## src/rtl/instruction_fetch_unit.sv

```systemverilog
// IF stage of the RV32IM pipeline: owns the fetch PC, talks REQ/READY to
// instruction memory and fills the IF/ID register plus decode field slices.
module instruction_fetch_unit #(
  parameter logic [31:0] RESET_PC  = 32'h0000_0000,
  parameter logic [31:0] NOP_INSTR = 32'h0000_0013
) (
  input  logic        clk,
  input  logic        rst_n,
  input  logic        stall,
  input  logic        redirect,
  input  logic [31:0] redirect_pc,
  output logic        imem_req,
  output logic [31:0] imem_addr,
  input  logic        imem_ready,
  input  logic [31:0] imem_rdata,
  output logic        instr_valid,
  output logic [31:0] instruction,
  output logic [31:0] pc_out,
  output logic [31:0] pc_plus4,
  output logic [6:0]  opcode,
  output logic [2:0]  func3,
  output logic [6:0]  func7,
  output logic [4:0]  rd,
  output logic [4:0]  rs1,
  output logic [4:0]  rs2
);

  typedef enum logic [1:0] {
    IDLE    = 2'd0,
    FETCH   = 2'd1,
    DISCARD = 2'd2,
    HOLD    = 2'd3
  } state_t;

  state_t      state_reg;
  logic [31:0] fetch_pc_reg;
  logic [31:0] redirect_buf_reg;
  logic [31:0] hold_instr_reg;
  logic [31:0] hold_pc_reg;
  logic        req_reg;
  logic        valid_reg;
  logic [31:0] instr_reg;
  logic [31:0] pc_reg;
  logic [31:0] pc_plus4_reg;

  logic [31:0] redirect_tgt;
  logic [31:0] fetch_pc_inc;

  // Targets are word aligned; the low two bits of the EX result are ignored.
  assign redirect_tgt = redirect_pc & ~32'h0000_0003;
  assign fetch_pc_inc = fetch_pc_reg + 32'd4;

  always_ff @(posedge clk or negedge rst_n) begin
    if (!rst_n) begin
      state_reg        <= IDLE;
      fetch_pc_reg     <= RESET_PC;
      redirect_buf_reg <= RESET_PC;
      hold_instr_reg   <= NOP_INSTR;
      hold_pc_reg      <= RESET_PC;
      req_reg          <= 1'b0;
      valid_reg        <= 1'b0;
      instr_reg        <= NOP_INSTR;
      pc_reg           <= 32'd0;
      pc_plus4_reg     <= 32'd4;
    end else begin
      case (state_reg)
        IDLE: begin
          state_reg <= FETCH;
          req_reg   <= 1'b1;
        end

        FETCH: begin
          if (imem_ready) begin
            if (redirect) begin
              fetch_pc_reg <= redirect_tgt;
              valid_reg    <= 1'b0;
              instr_reg    <= NOP_INSTR;
            end else if (stall && valid_reg) begin
              // IF/ID is occupied: park the word until decode frees up.
              hold_instr_reg <= imem_rdata;
              hold_pc_reg    <= fetch_pc_reg;
              fetch_pc_reg   <= fetch_pc_inc;
              req_reg        <= 1'b0;
              state_reg      <= HOLD;
            end else begin
              instr_reg    <= imem_rdata;
              pc_reg       <= fetch_pc_reg;
              pc_plus4_reg <= fetch_pc_inc;
              valid_reg    <= 1'b1;
              fetch_pc_reg <= fetch_pc_inc;
            end
          end else if (redirect) begin
            // The request in flight must complete before the address may move.
            redirect_buf_reg <= redirect_tgt;
            valid_reg        <= 1'b0;
            instr_reg        <= NOP_INSTR;
            state_reg        <= DISCARD;
          end else if (!stall) begin
            valid_reg <= 1'b0;
            instr_reg <= NOP_INSTR;
          end
        end

        DISCARD: begin
          if (imem_ready) begin
            fetch_pc_reg <= redirect ? redirect_tgt : redirect_buf_reg;
            state_reg    <= FETCH;
          end else if (redirect) begin
            redirect_buf_reg <= redirect_tgt;
          end
        end

        HOLD: begin
          if (redirect) begin
            fetch_pc_reg <= redirect_tgt;
            valid_reg    <= 1'b0;
            instr_reg    <= NOP_INSTR;
            req_reg      <= 1'b1;
            state_reg    <= FETCH;
          end else if (!stall) begin
            instr_reg    <= hold_instr_reg;
            pc_reg       <= hold_pc_reg;
            pc_plus4_reg <= hold_pc_reg + 32'd4;
            valid_reg    <= 1'b1;
            req_reg      <= 1'b1;
            state_reg    <= FETCH;
          end
        end

        default: begin
          state_reg <= IDLE;
          req_reg   <= 1'b0;
        end
      endcase
    end
  end

  assign imem_req    = req_reg;
  assign imem_addr   = fetch_pc_reg;
  assign instr_valid = valid_reg;
  assign instruction = instr_reg;
  assign pc_out      = pc_reg;
  assign pc_plus4    = pc_plus4_reg;

  assign opcode = instr_reg[6:0];
  assign rd     = instr_reg[11:7];
  assign func3  = instr_reg[14:12];
  assign rs1    = instr_reg[19:15];
  assign rs2    = instr_reg[24:20];
  assign func7  = instr_reg[31:25];

endmodule

```

## config.mk

```make
export PLATFORM = sky130hd
export DESIGN_NAME = instruction_fetch_unit
export DESIGN_NICKNAME = d
export VERILOG_FILES = /design/src/rtl/instruction_fetch_unit.sv
export SDC_FILE = /design/constraint.sdc
export NUM_CORES = 1
export LEC_CHECK = 0
export ABC_AREA = 1
export CORE_MARGIN = 2
export CORE_UTILIZATION = 57
export CTS_CLUSTER_SIZE = 20
export DETAILED_ROUTE_END_ITERATION = 8
export HOLD_SLACK_MARGIN = 0.08
export MAX_ROUTING_LAYER = met4
export PLACE_DENSITY = 0.88
export SYNTH_ARGS = -nofsm -noshare
export SYNTH_HDL_FRONTEND = slang
export SYNTH_SLANG_ARGS = --single-unit
export TNS_END_PERCENT = 100
```

## constraint.sdc

```tcl
create_clock -name clk -period 4.4 [get_ports clk]
set_input_delay 1.32 -clock clk [delete_from_list [all_inputs] [get_ports clk]]
set_output_delay 1.32 -clock clk [all_outputs]
set_load 0.03 [all_outputs]
```

==> summary.txt <==
Drt
  • Final WL: 35.96 mm
  • DR pass1 iterations: 5
  • Wire per inst: about 18 um
  • DRC Markers: 0
  • Via density: between 5 and 6
  • Vias: 11260
  • DR iter-0 viols: approximately 1200
  • ANT nets after route: 0

CTS
  • Hold_buf cts: 0
  • Post-CTS Resized: 0
  • H-tree depth: 1
  • Root buf cell: clkbuf_16
  • CTS tree: built
  • Clock tree buffer depth: 3
  • Clk slew on worst S/H paths: about 60 ps
  • CTS Buf Count: 24
  • Num Clock Sinks: 226
  • Worst-skew pair later-pin latency: approximately 550 ps
  • Post-CTS Setup Inserts: 0

Yosys
  • EDFF count, synth: 0
  • Syn_area_per_cell: between 7 and 8 sq um
  • Synth top cells by count: 502 x nand2_1, 219 x dfrtp_1, 183 x nor2_1
  • Synthesized Nets: approximately 1600
  • Synth top area share: 46.27%
  • Yosys reg bits: roughly 230
  • Syn Inst Count: between 1500 and 2000
  • Top FF cell, synth: dfrtp_1
  • Async SR Flop Fraction: 100.0%
  • Synth area leaders: dfrtp_1 46%, nand2_1 16%, nor2_1 5.8%, nand3_1 3.8%, o21ai_0 3.4%
  • Warnings, synthesis: 0
  • Seq/Total Area, Yosys: between 40% and 50%
  • Mapped cell area: approximately 12000 sq um
  • Yosys top cell by area: dfrtp_1
  • Top-count cell post-synth: nand2_1
  • Post-synthesis cell type count: 36

Floorplan
  • IO Count: ~230
  • Core area: between 20000 and 25000 sq um
  • Die Height: ~150 um
  • Die ar.: between 20000 and 25000 sq um
  • Starting Density: about three fifths
  • Die width: ~150 um
  • Row count: between 50 and 60

STA
  • Min cycle time layout: ~3200 ps
  • Final Hold Viols: 0
  • Hold_ws: between 400 and 500 ps
  • Max_slew headroom: between 20 and 30%
  • Fin Setup TNS: 0 ps
  • Fin crit share: around 72%
  • Fmax: approximately 0.31 GHz
  • Clock Skews: about 30 ps
  • Worst slew pin tran: approximately 1100 ps
  • Final Setup Violations: 0
  • Final Max Tran Viols: 0
  • RSZ-0062 raised after global routing: no

GRT
  • Pin count of the biggest net entering global routing: between 100 and 150
  • Total grt overflow: 0
  • Vias in the first global route: roughly 11000
  • First-pass GRT wire length: ~57 mm
  • Initial antenna violation count: 0
  • Global Route Usage Sum: between 30% and 40%

Pwr
  • Gate power share: a little over half
  • Switching share of power: 47.24%
  • NetSw: between 6000 and 7000 uW
  • Seq pwr share: around 31%
  • Max IR drop VDD: around 0.55 mV
  • Clock Power Share: about 17%
  • PD cells: around 910 nW/um^2
  • Power Total: about 13000 uW
  • Pleak: 0.006668 uW
  • Internal power: 7122 uW

Critical path
  • CP endpoint kind: primary output
  • Setup CP Type: flop to primary output
  • Worst r2r path cells: 7
  • Critical-path maximum fanout: 7
  • R2R Path End: instruction[4]$_DFFE_PN1P_
  • Delay-heaviest family, CP: buffers and inverters
  • Crit-path cells: clkdlybuf4s50_1
  • Total stage count of the critical path: 1
  • CP startpoint kind: flop
  • Crit. Startpoint: imem_addr[7]$_DFFE_PN0P_
  • Critical path's largest stage delay: around 780 ps
  • Setup crit end: imem_addr[7]
  • Reg-to-Reg Start: state_reg[1]$_DFFE_PN0P_
  • Crit path required time: 3080 ps
  • Crit path buf inv count: 1
  • CP max-delay cell: clkdlybuf4s50_1
  • Worst R2R Setup Slack: 1420 ps
  • Critical Path AT: 1860 ps

Run status
  • Status: completed

Layout
  • Filler cells: between 1500 and 2000
  • Layout cells sized above 1: around 6.4%
  • Final antenna diode count: 0
  • Final nets: 1763
  • Layout area overhead: 25.87%

Job
  • Max_cap viols: 0

Placed design
  • Routability cong.: about 0.94
  • Post-DP HPWL: 25.88 mm
  • Port bufs: ~230

Min path
  • Worst Hold Class: flop to flop
==> cell type report <==
type	count	area, sq um	area share [%]
Multi-Input combinational cell	1085	5199	34.87
Clock buffer	32	650.6	4.364
Timing Repair Buffer	247	2442	16.38
Sequential cell	226	5664	37.99
Inverter	105	394.1	2.644
Clock inverter	12	221.5	1.485
Tap cell	270	337.8	2.266
==> routing by layer <==
layer	wire, um	share of wire (%)	GRT usage, %	vias up
li1	-	-	-	5251
met2	16370	46	50.69	566
met3	3285	9.1	4.785	76
met4	1045	2.9	10.00	0
met1	15260	42	48.22	5369
met5	0	0	-	-
==> kinds of logic after synthesis <==
family	share of synthesized area, %
mux	2.947
compound gates	11.43
fa+ha+maj	0.5282
buf+inv	8.461
simple gates	26.97
flops	47.82
xor+xnor	1.849
==> placed cells by master (no fill, tap or decap), drive strengths merged, types with 8 or more instances in the layout <==
| cell | count |
|---|---|
| dfrtp | 219 |
| xor2 | 21 |
| inv | 102 |
| nand3b | 12 |
| clkbuf | 32 |
| clkdlybuf4s50 | 227 |
| a31oi | 64 |
| nor2 | 184 |
| clkinv | 9 |
| o211ai | 9 |
| o21a | 8 |
| a21boi | 11 |
| mux2 | 31 |
| o22ai | 12 |
| o21ai | 83 |
| nand3 | 90 |
| nand2 | 503 |
| a21oi | 16 |
| buf | 20 |
| a22oi | 11 |
==> power by group through the flow <==
stage | Sequential (uW) | Combinational, uW | Clock, uW
2_1_floorplan | 4940 | 3660 | 0
3_3_place_gp | 4050 | 6830 | 0
3_5_place_dp | 4100 | 7020 | 0
4_1_cts | 4080 | 7090 | 2260
5_1_grt | 4220 | 7700 | 2350
6_report | 4110 | 7140 | 2250
==> how the worst min path moves through the flow <==
stage	startpoint	endpoint	cells after the start
floorplan	redirect_buf_reg[5]$_DFFE_PN0P_	redirect_buf_reg[5]$_DFFE_PN0P_	2
global placement	redirect_buf_reg[8]$_DFFE_PN0P_	redirect_buf_reg[8]$_DFFE_PN0P_	2
detailed placement	redirect_buf_reg[8]$_DFFE_PN0P_	redirect_buf_reg[8]$_DFFE_PN0P_	2
CTS	redirect_buf_reg[8]$_DFFE_PN0P_	redirect_buf_reg[8]$_DFFE_PN0P_	2
global route	pc_plus4[18]$_DFFE_PN0P_	pc_plus4[18]$_DFFE_PN0P_	2
finish	redirect_buf_reg[5]$_DFFE_PN0P_	redirect_buf_reg[5]$_DFFE_PN0P_	2
==> through the flow <==
step	std cells	setup WS, ps	instance area (sq um)	util, %
5_1_grt	1977	938.6	14910	73.45
2_1_floorplan	1520	1856	11850	-
3_5_place_dp	1933	706.2	14040	69.15
3_3_place_gp	1933	801.3	14040	69.15
4_1_cts	1977	1226	14910	73.45
6_report	1977	1223	14910	73.45
Power figures use the tool's default switching activity.
